File: config.mk
export PLATFORM = sky130hd
export DESIGN_NAME = param_bus_counter
export DESIGN_NICKNAME = d
export VERILOG_FILES = /design/src/rtl/param_bus_counter_pkg.sv /design/src/rtl/pbc_next_val.sv /design/src/rtl/param_bus_counter.sv
export SDC_FILE = /design/constraint.sdc
export NUM_CORES = 1
export LEC_CHECK = 0
export ABC_AREA = 1
export CORE_UTILIZATION = 46
export DETAILED_ROUTE_END_ITERATION = 8
export PLACE_DENSITY = 0.85
export SETUP_SLACK_MARGIN = 0.02
export SLEW_MARGIN = 15
export SYNTH_ARGS = -nofsm -noshare
export SYNTH_HDL_FRONTEND = slang
export SYNTH_SLANG_ARGS = --single-unit
export TNS_END_PERCENT = 50
File: constraint.sdc
create_clock -name clk -period 2 [get_ports clk]
set_input_delay 0.4 -clock clk [delete_from_list [all_inputs] [get_ports clk]]
set_output_delay 0.4 -clock clk [all_outputs]
set_load 0.01 [all_outputs]
File: src/rtl/param_bus_counter_pkg.sv
// param_bus_counter_pkg: shared state encoding and dir/mode encodings for the bus counter
package param_bus_counter_pkg;

    typedef enum logic [1:0] {
        IDLE = 2'd0,
        RUN  = 2'd1,
        SAT  = 2'd2
    } state_e;

    localparam logic DIR_UP    = 1'b0;
    localparam logic DIR_DOWN  = 1'b1;
    localparam logic MODE_WRAP = 1'b0;
    localparam logic MODE_SAT  = 1'b1;

endpackage

File: src/rtl/pbc_next_val.sv
// pbc_next_val: combinational next count with wrap or saturate, up or down, in WIDTH+1 bits
module pbc_next_val
    import param_bus_counter_pkg::*;
#(
    parameter int WIDTH   = 8,
    parameter int STEP    = 1,
    parameter int MAX_VAL = 2**WIDTH-1
) (
    input  logic [WIDTH-1:0] i_data,
    input  logic             i_dir,
    input  logic             i_mode,
    output logic [WIDTH-1:0] o_next,
    output logic             o_over
);

    localparam logic [WIDTH:0] STEP_W = (WIDTH+1)'(STEP);
    localparam logic [WIDTH:0] MAX_W  = (WIDTH+1)'(MAX_VAL);
    localparam logic [WIDTH:0] MAXP1  = (WIDTH+1)'(MAX_VAL + 1);

    logic [WIDTH:0] w_cur;
    logic [WIDTH:0] w_up;
    logic [WIDTH:0] w_dn;
    logic [WIDTH:0] w_dn_wrap;

    // o_over flags a step that would cross the terminal value in the chosen direction
    always_comb begin
        w_cur     = {1'b0, i_data};
        w_up      = w_cur + STEP_W;
        w_dn      = w_cur - STEP_W;
        w_dn_wrap = w_cur + MAXP1 - STEP_W;
        o_over    = (i_dir == DIR_UP) ? (w_up > MAX_W) : (w_cur < STEP_W);
        o_next    = WIDTH'((i_dir == DIR_UP)
                    ? (o_over ? ((i_mode == MODE_SAT) ? MAX_W : w_up - MAXP1) : w_up)
                    : (o_over ? ((i_mode == MODE_SAT) ? '0 : w_dn_wrap) : w_dn));
    end

endmodule

File: src/rtl/param_bus_counter.sv
// param_bus_counter: valid/ready counter with wrap or saturate modes, load, clear and disable
module param_bus_counter
    import param_bus_counter_pkg::*;
#(
    parameter int WIDTH      = 8,
    parameter int STEP       = 1,
    parameter int MAX_VAL    = 2**WIDTH-1,
    parameter bit CLR_ON_DIS = 1'b1
) (
    input  logic             clk,
    input  logic             rst_n,
    input  logic             i_enable,
    input  logic             i_clear,
    input  logic             i_load,
    input  logic [WIDTH-1:0] i_load_value,
    input  logic             i_dir,
    input  logic             i_mode,
    input  logic             i_data_ready,
    output logic [WIDTH-1:0] o_data,
    output logic             o_data_valid,
    output logic             o_tc,
    output logic             o_sat
);

    localparam logic [WIDTH-1:0] MAX_D = WIDTH'(MAX_VAL);

    if (STEP < 1 || STEP > MAX_VAL) begin : g_step_check
        $error("param_bus_counter: STEP must lie in 1..MAX_VAL");
    end

    state_e           r_state;
    logic [WIDTH-1:0] r_data;
    logic             r_valid;
    logic             r_tc;
    logic             r_sat;
    logic [WIDTH-1:0] w_next;
    logic             w_over;
    logic [WIDTH-1:0] w_load;

    pbc_next_val #(
        .WIDTH   (WIDTH),
        .STEP    (STEP),
        .MAX_VAL (MAX_VAL)
    ) u_next (
        .i_data (r_data),
        .i_dir  (i_dir),
        .i_mode (i_mode),
        .o_next (w_next),
        .o_over (w_over)
    );

    // loaded values above the terminal count are clamped to it
    always_comb begin
        w_load = ({1'b0, i_load_value} > {1'b0, MAX_D}) ? MAX_D : i_load_value;
    end

    // FSM and registered outputs; tc defaults low so it can only pulse on a wrap edge
    always_ff @(posedge clk or negedge rst_n) begin
        if (!rst_n) begin
            r_state <= IDLE;
            r_data  <= '0;
            r_valid <= 1'b0;
            r_tc    <= 1'b0;
            r_sat   <= 1'b0;
        end else begin
            r_tc <= 1'b0;
            if (i_clear) begin
                r_data  <= '0;
                r_sat   <= 1'b0;
                r_state <= i_enable ? RUN : IDLE;
                r_valid <= i_enable;
            end else if (i_load) begin
                r_data  <= w_load;
                r_sat   <= 1'b0;
                r_state <= i_enable ? RUN : IDLE;
                r_valid <= i_enable;
            end else if (!i_enable) begin
                r_state <= IDLE;
                r_valid <= 1'b0;
                r_sat   <= 1'b0;
                if (CLR_ON_DIS) r_data <= '0;
            end else begin
                case (r_state)
                    IDLE: begin
                        r_state <= RUN;
                        r_valid <= 1'b1;
                    end
                    RUN: begin
                        if (i_data_ready) begin
                            r_data <= w_next;
                            if (w_over && i_mode == MODE_SAT) begin
                                r_state <= SAT;
                                r_sat   <= 1'b1;
                            end else begin
                                r_tc <= w_over;
                            end
                        end
                    end
                    SAT: begin
                        if (i_mode == MODE_WRAP) begin
                            r_state <= RUN;
                            r_sat   <= 1'b0;
                        end else if (i_data_ready && !w_over) begin
                            r_data  <= w_next;
                            r_state <= RUN;
                            r_sat   <= 1'b0;
                        end
                    end
                    default: begin
                        r_state <= IDLE;
                        r_valid <= 1'b0;
                    end
                endcase
            end
        end
    end

    assign o_data       = r_data;
    assign o_data_valid = r_valid;
    assign o_tc         = r_tc;
    assign o_sat        = r_sat;

endmodule

# Word-level counts from Yosys, hierarchy flattened
# Cells that the tools add are included.
dict set report word_totals {
  ff_bits 13
  input_bits 16
  word_cells 69
}
dict set report op_classes {
  add_sub_neg 5
  order_cmp 2
  eq_ne 9
  mux 40
  reduce_logical 8
}
# operator count
set op_table {}
lappend op_table {{$mux 8} 11}
lappend op_table {{$sub 8x1->8 const B} 3}
lappend op_table {{$ne 5x5->1 const B} 4}
lappend op_table {{$mux 1} 18}
lappend op_table {{$pmux 8 s2} 1}
lappend op_table {{$mux 2} 7}
lappend op_table {{$add 8x1->9 const B} 1}
lappend op_table {{$gt 9x8->1 const B} 1}
lappend op_table {{$add 8x1->8 const B} 1}
lappend op_table {{$lt 8x1->1 const B} 1}
lappend op_table {{$reduce_and 4->1} 2}
lappend op_table {{$ne 6x6->1 const B} 1}
lappend op_table {{$pmux 2 s3} 1}
lappend op_table {{$ne 5x1->1 const B} 1}
lappend op_table {{$ne 4x2->1 const B} 1}
lappend op_table {{$pmux 1 s2} 2}
lappend op_table {{$reduce_and 3->1} 1}
lappend op_table {{$eq 2x1->1 const B} 1}
lappend op_table {{$eq 2x2->1 const B} 1}
lappend op_table {{$logic_and 1x1->1} 2}
lappend op_table {{$logic_not 2->1} 1}
lappend op_table {{$reduce_or 2->1} 1}
lappend op_table {{$logic_not 1->1} 1}

# Depth between registers and ports, before layout
# Gate-level depths: netlist of the first run.
dict set report depth {
  word_depth 11
  ltp_mapped 17
}

# Hierarchy
# From an unflattened synthesis of the first run, not the netlist that was laid out.
dict set report unflattened {
  cells_unflattened 228
  hier_area_um2 1451.4
}
# module instances cells_per_inst area_per_inst_um2 seq_area_each_um2
set modules_own_cells {}
lappend modules_own_cells {param_bus_counter 1 114 857.1 325.3}
lappend modules_own_cells {pbc_next_val 1 114 594.3 0.0}

# Least setup slack after synthesis of the first run
# OpenSTA, ideal clock, no wires.
dict set report synth_path {
  kind {register to register}
  start {reg r_data[0] (netlist: o_data[0])}
  end {reg r_data[1] (netlist: o_data[1])}
  setup_time_ps 117
  arrival_time_ps 1882
  setup_slack_ps 1
  stages_incl_launch_ff 17
  path_buffers 1
  period_less_slack_ps 1999
  cell_sequence {dfrtp_1 > inv_1 > ha_1 > or2_1 > nor2_1 > nand2_1 > nor2_1 > nand3_2 > nand2_4 > nand3_4 > buf_6 > nand2_1 > nand2_1 > nand3_1 > nand2_1 > nand2_1 > nand2_1}
}
dict set report synth_via {
  elab_chain_cells 11
  elab_cells_between_ends 24
  cone_classes {add/sub (5); order compare (2); eq/ne (1); mux (13); reduce/logical (3)}
}
# item line
set synth_rtl {}
lappend synth_rtl {{from (decl)} param_bus_counter.sv:32} ;# logic [WIDTH-1:0] r_data;
lappend synth_rtl {{from (signal assigned)} param_bus_counter.sv:73} ;# r_data <= w_load;
lappend synth_rtl {{from (signal assigned)} param_bus_counter.sv:90} ;# r_data <= w_next;
lappend synth_rtl {{from (signal assigned)} param_bus_counter.sv:104} ;# r_data <= w_next;
lappend synth_rtl {{$add 8x1->9 / $add 8x1->8 (equally long branches)} {pbc_next_val.sv:28, pbc_next_val.sv:30}}
lappend synth_rtl {{$sub 8x1->8, or another cell as far along} pbc_next_val.sv:33} ;# ? (o_over ? ((i_mode == MODE_SAT) ? MAX_W : w_up - MAXP1) : w_up)
lappend synth_rtl {{$mux 8, or another cell as far along} pbc_next_val.sv:33}
lappend synth_rtl {{$mux 8 (on tied branches)} {pbc_next_val.sv:33, pbc_next_val.sv:34}}
lappend synth_rtl {{$mux 8} pbc_next_val.sv:33}
lappend synth_rtl {{$mux 8} param_bus_counter.sv:103} ;# end else if (i_data_ready && !w_over) begin
lappend synth_rtl {{$mux 8} param_bus_counter.sv:100} ;# if (i_mode == MODE_WRAP) begin
lappend synth_rtl {{$pmux 8 s2} param_bus_counter.sv:83} ;# case (r_state)
lappend synth_rtl {{$mux 8} param_bus_counter.sv:77} ;# end else if (!i_enable) begin
lappend synth_rtl {{$mux 8} param_bus_counter.sv:72} ;# end else if (i_load) begin
lappend synth_rtl {{$mux 8} param_bus_counter.sv:67} ;# if (i_clear) begin
# Several ways; a longest one is shown, not always the timed one. The select of a mux whose other input is x is not followed.
# A chain may end at the register's enable or synchronous reset.

# Worst setup path in the final report of the first run
dict set report layout_path {
  start {reg r_data[0] (netlist: o_data[0])}
  end {reg r_data[7] (netlist: o_data[7])}
}
# Same word-level chain as after synthesis.

==> impl_metrics.ini, run 1 <==
[clocking]
numCtsBuffers = 3
clk-insertion-delay-late_ns = 0.28
clock-sinks = 13
clock-root-buffer = clkbuf_4
cts_tree = built
clock_path_buffers = 2
hold_buffers = 0
clk_pin_slew_ns = 0.09
h-tree-depth = 1

[min_path]
hold_path.class = input port to asynchronous set/reset pin

[routing]
first_pass_iters = 4
drtIter0Drc = 78
wl_per_cell_um = 12.93
wirelength_um = 3671
route.vias.total = 1506
drtAntennaViolNets = 0
viasPerCell = 5.303
drc = 0

[setup_path]
crit_type = register to register
cp_max_fo = 8
crit_family = simple AND/OR/NAND/NOR gates
slowest_delay_ns = 0.41
critPathSlowestCell = dfrtp_2
worstRegToRegCells = 15
timing.rr.start = o_data[0]$_DFFE_PN0P_
arrival_ns = 2.18
worst-path-buf-inv = 1
crit_chain = inv_2, ha_1, or2_1, nor2_2, nand2_1, nor2_2, nand3_2, nand2_4, nand2_2, nand2_4, nand2_4, nand2_8, nor2_8, nand2_1, nand2_1
cp_data_required_time_ns = 2.17
timing.rr.end = o_data[7]$_DFFE_PN0P_
critPathLaunchType = register
r2r_slack_ns = -0.002
endpoint_kind = register

[finish]
multi_input_area_um2 = 929.6
register_area_um2 = 329.1
syn_to_final_growth_pct = 39.16
layout-drive-gt1-share = 0.2244
fin_cells = 284
fin_nets = 278
fillers = 205
num_antenna_cells = 0

[status]
violations = setup timing
outcome = finished, violations left

[timing]
fmax_mhz = 499.4
fin_skew_ns = 0.0008256
min_period_ns = 2.002
max-slew-margin-rel = 0.5573
hold_ws_ns = 0.5196
setup_viol = 1
hold_viol = 0
fin_ws_ns = -0.002310
fin_crit_sh = 1.001
tightestPinTransition_ns = 0.6620
grt_setup_unrepaired = yes
slew_viol_final = 0

[pwr]
p_leak_nw = 0.9275
fin_total_pwr_mw = 0.8440
peakVddDrop_uv = 371.6
power_density_nw_per_um2 = 463.0

[grt]
globalRoute.totalOverflow = 0
grt_pass1_vias = 1446
track_usage = 0.2515
antenna_found_initial = 0
grt_max_degree = 14
grt_pass1_wl_um = 6161

[synth]
synth_cell_types = 28
ys_seq_area_frac = 0.2483
async_flop_share = 1.000
ys_ff_latch = 13
syn_nets = 229
syn_avg_cell_area_um2 = 6.359
ys_warn_count = 0
synth_area_um2 = 1310
synth_ff_type = dfrtp_1
synth_edf_count = 0
syn_inst = 206

[place]
place_ws_ns = -0.06174
dpl.hpwl_um = 2612
place_inst = 276
gp_congestion = 0.9256
numPortBuffers = 26

[run]
maxCapViolCount = 0

[floorplanning]
core-area_um2 = 2590
die_h_um = 55.37
ioPinCount = 27
die-area_um2 = 3065
start_util = 0.5058
die_w_um = 55.37
rows = 18
[worst max-delay path by stage]
| stage | from | end | slack (ns) | cells past startpoint |
|---|---|---|---|---|
| final | o_data[0]$_DFFE_PN0P_ | o_data[7]$_DFFE_PN0P_ | -0.002 | 15 |
| after global routing | o_data[1]$_DFFE_PN0P_ | o_data[0]$_DFFE_PN0P_ | -0.14 | 15 |
| after CTS | o_data[0]$_DFFE_PN0P_ | o_data[7]$_DFFE_PN0P_ | 0.02 | 15 |
| after detailed placement | o_data[1]$_DFFE_PN0P_ | r_state[0]$_DFFE_PN0P_ | -0.06 | 14 |
| after global placement | i_clear | o_data[5]$_DFFE_PN0P_ | -0.04 | 12 |
| after floorplan | o_data[0]$_DFFE_PN0P_ | o_data[1]$_DFFE_PN0P_ | 0.08 | 16 |
[cells in the mapped netlist, types with 4 or more instances]
| master | n | area share |
|---|---|---|
| nand3_1 | 16 | 0.061 |
| nor2_1 | 16 | 0.046 |
| xor2_1 | 4 | 0.027 |
| nand2_1 | 78 | 0.22 |
| nand2_2 | 11 | 0.053 |
| o21ai_1 | 6 | 0.023 |
| dfrtp_1 | 13 | 0.25 |
| ha_1 | 7 | 0.067 |
| inv_1 | 23 | 0.066 |
[placed cells by master (no fill, tap or decap), drive strengths merged, types with 3 or more instances in the layout]
cell type      count
nand2             92
clkdlybuf4s50     26
inv               24
nand3             21
buf               20
nor2              18
dfrtp             13
o21ai              9
ha                 7
xor2               4
clkbuf             4
a31oi              3
nor3               3
a21oi              3
[cell families (layout without fill, tap and decap cells)]
| family | Yosys count | after routing | share of synthesized area |
|---|---|---|---|
| AO/OA/AOI/OAI | 18 | 18 | 0.08023 |
| buffers and inverters | 28 | 74 | 0.09073 |
| AND/OR/NAND/NOR | 136 | 138 | 0.4871 |
| flip-flops | 13 | 13 | 0.2483 |
| adder cells (fa/ha/maj) | 7 | 7 | 0.06685 |
| XOR/XNOR | 4 | 4 | 0.02674 |
[repair_timing]
item / in CTS / in global routing
setup endpoints to repair: 11 / 11
cloned: 2 / 0
setup buffers: 1 / 1
endpoints found under the hold margin: 0 / 0
pin swaps: 2 / 4
resized for setup: 6 / 8
[registers in the layout, summed over array words and instances, names as in the netlist]
name	cells
o_sat	1
o_data_valid	1
o_data	8
o_tc	1
r_state	2
[final cells by class]
class / count / area share
clock buffers: 4 / 0.01441
repair buffers: 46 / 0.2251
multi-input cells: 167 / 0.5100
well taps: 30 / 0.02059
inverters: 24 / 0.04942
flip-flops and latches: 13 / 0.1805
[layer usage]
layer / global-route usage / up-vias / routed length (µm)
li1: - / 749 / -
met1: 0.3154 / 667 / 1585
met2: 0.4217 / 73 / 1709
met3: 0.03747 / 17 / 226
met4: 0.1179 / 0 / 149
met5: 0 / - / 0
[power breakdown]
group	switching [mW]	leakage (nW)	total, mW	internal, mW
Combinational	0.196	0.745	0.364	0.168
Sequential	0.0278	0.167	0.309	0.282
Clock	0.0934	0.0150	0.171	0.0774
Total	0.317	0.928	0.844	0.527
[stage by stage]
| stage | cell area, µm² | TNS, ns | util |
|---|---|---|---|
| after floorplan | 1311 | 0 | - |
| after global placement | 1715 | -0.2850 | 0.6623 |
| after detailed placement | 1715 | -0.3662 | 0.6623 |
| after CTS | 1790 | 0 | 0.6913 |
| after global routing | 1823 | -1.275 | 0.7039 |
| final | 1823 | -0.002310 | 0.7039 |
Note: power is estimated with default switching activity, not from simulation.
==> inputs of run 2 (changes only) <==
ABC_CLOCK_PERIOD_IN_PS = 2000   (was unset)
==> results of run 2 <==
The final DEF is identical to that of run 1; final timing and power are the same.
==> edit: new RTL, config.mk and constraints of run 2 <==
Encoding of `state_e`: now one-hot (3 bits for 3 states).
--- a/src/rtl/param_bus_counter_pkg.sv
+++ b/src/rtl/param_bus_counter_pkg.sv
@@ -3,6 +3,6 @@
 
-    typedef enum logic [1:0] {
-        IDLE = 2'd0,
-        RUN  = 2'd1,
-        SAT  = 2'd2
+    typedef enum logic [2:0] {
+        IDLE = 3'b001,
+        RUN  = 3'b010,
+        SAT  = 3'b100
     } state_e;
Behaviour: same outputs for any inputs over 10 cycles, from zero or initial values and one cycle with rst_n low; not proved beyond that.
==> edit against run 2 <==
  * Setup slack gained 0.011 ns
  * Clock skew up 0.0017 ns
  * Synthesized area shrank 3.7%
  * Wire length fell by 2.5%
  * Largest cell class unchanged
  * Synthesized cell count decreased by 3.4%
  * Die area shrank 3.6%
  * Cell area rose by 2.1%
  * Highest routed layer unchanged
  * Power up 6.8%
  * Sequential cell count increased by 1
==> edit: results (changes against run 2) <==
The mean cell area of the mapped netlist came to 6.34 sq um (-0.34%). The share of flip-flops with an asynchronous set or reset was 100% (unchanged). The initial antenna violation count came to 0 (unchanged). The critical path's largest stage delay came out at 0.48 ns (+0.07 ns).

The synthesized netlist net count came out at 218 (-4.8%). After synthesis, the cell types taking the most area are sky130_fd_sc_hd__dfrtp_1, sky130_fd_sc_hd__nand2_1, sky130_fd_sc_hd__inv_1, sky130_fd_sc_hd__nand3_1, sky130_fd_sc_hd__nor2_1. The transition time of the tightest slew-check pin came out at 0.663 ns (+0.000677 ns).

The routability-driven placement congestion ratio came out at 0.897 (-3.1%). Ranked by instance count, the synthesized netlist is headed by sky130_fd_sc_hd__nand2_1, sky130_fd_sc_hd__inv_1, sky130_fd_sc_hd__nor2_1. The worst hold path stage count came out at 2. The fraction of final layout cells sized beyond drive strength 1 came out at 25.0% (+2.6 points). The flip-flop count of the largest register, all copies and words added is 8 (unchanged). The post-synthesis sequential area ratio came out at 27.9% (+3.0 points). The placement-stage worst setup slack came out at -0.0739 ns (-0.0122 ns).

The leakage power total came out at 0.000917 uW (-1.2%). The worst ir drop on vdd is 0.000534 V (+44%). The critical path data arrival time is 2.22 ns (+0.04 ns). The total global-route track usage is 25.4% (+0.29 points).

The clock root buffer is sky130_fd_sc_hd__clkbuf_4. The count of input and output buffers is 26 (unchanged). The via density per instance is 5.25 (-0.96%).

The number of warnings issued by yosys came out at 0 (unchanged). The maximum clock insertion buffer count came to 2 (unchanged). The worst setup skew after layout is 0.00257 ns (+0.00174 ns). The cell depth of the worst flop-to-flop path came out at 14 (-1). The total iterations of the first detailed-routing run was 4 (unchanged).

The flow ran to the end, and the final reports show no timing, DRC or antenna violations. The register clock-pin slew on the reported worst setup and hold paths was 0.09 ns (about the same). The global-route wire length before repair is 5400 microns (-12%). The standard cell area after detailed placement is 1660 sq um (-3.3%).

The H-tree level count came out at 1 (unchanged). The via count of the first global-routing pass came out at 1,274 (-12%). The clock latency of the later-clocked register in the worst-skew pair is 0.28 ns (about the same).

The number of clock buffers inserted by TritonCTS came out at 3 (unchanged). The first-iteration detailed-routing DRC count came out at 31 (-60%). The filler-free cell count of the finished design is 278 (-2.1%). On the critical path, the stage with the largest delay is an instance of sky130_fd_sc_hd__dfrtp_2. The count of different cell masters after synthesis is 28 (unchanged). The detailed placer's ending HPWL was 2570 microns (-1.7%). The number of pins with negative max-slew slack in the final report came out at 0 (unchanged). The most used flip-flop cell after synthesis is sky130_fd_sc_hd__dfrtp_1. The largest net degree at the start of global routing came to 15 (+1).

The min-delay analysis places its worst path in the category reg2reg. The overall routed net length came out at 3580 microns (-2.5%). The instance count after placement with tap cells included came to 266 (-3.6%). The top fanout value on the critical path came out at 6 (-2).

The number of antenna repair diodes came out at 0 (unchanged). The number of remaining DRC errors came to 0 (unchanged).
## edit: layer usage
layer / global-route usage (%) / vias up / wire length (microns)
met1: 33.3 / 682 / 1630
met4: 10.7 / 0 / 61
li1: - / 735 / -
met2: 42.5 / 34 / 1760
met5: 0 / - / 0
met3: 2.22 / 9 / 123
## edit: timing repair
| action | CTS | global route |
|---|---|---|
| pin swaps | 11 | 11 |
| buffers inserted | 8 | 0 |
| setup endpoints to repair | 10 | 11 |
| gates resized for setup | 13 | 14 |
## edit: area by class of cell
class / instances / area, sq um
fillers: 211 / 683
inverters: 25 / 93.8
multi-input cells: 156 / 886
well taps: 30 / 37.5
clock buffers: 4 / 36.3
flip-flops and latches: 14 / 355
repair buffers: 49 / 453
## edit: power breakdown
part / switching [uW] / total, uW / internal, uW
registers: 27.9 / 331 / 303
logic: 188 / 361 / 173
clock network: 98.4 / 209 / 111
total: 315 / 902 / 587
## edit: per-stage QoR
stage	hold slack (ns)	TNS, ns	power, uW	util, %
finish	0.501	0	902	73.2
global route	0.517	-1.47	953	73.2
CTS	0.508	0	876	70.5
detailed placement	0.480	-0.583	645	65.2
global placement	0.460	-0.419	641	65.2
floorplan	0.104	0	510	-
## edit: worst paths after layout
kind                                       start                     to  slack, ns
setup / recovery           o_data[1]$_DFFE_PN0P_  o_data[2]$_DFFE_PN0P_      0.009
hold / removal                 o_sat$_DFFE_PN0P_      o_sat$_DFFE_PN0P_       0.50
setup reg to reg           o_data[1]$_DFFE_PN0P_  o_data[2]$_DFFE_PN0P_      0.009
hold reg to reg                o_sat$_DFFE_PN0P_      o_sat$_DFFE_PN0P_       0.50
max in group asynchronous                  rst_n  o_data[0]$_DFFE_PN0P_       1.03
min in group asynchronous                  rst_n      o_sat$_DFFE_PN0P_       0.51
## edit: cell families after synthesis
| logic type | after synthesis | synth area share [%] |
|---|---|---|
| simple gates | 132 | 48.9 |
| buf+inv | 29 | 9.13 |
| compound gates | 16 | 7.64 |
| flops | 14 | 27.9 |
| xor+xnor | 5 | 3.47 |
| fa+ha+maj | 3 | 2.98 |
## edit: worst max-delay path, delay by kind of cell (launching register included)
family	cells	cell delay [ns]
flip-flops	1	0.48
AND/OR/NAND/NOR	12	1.11
buffers and inverters	1	0.16
adder cells (fa/ha/maj)	1	0.18
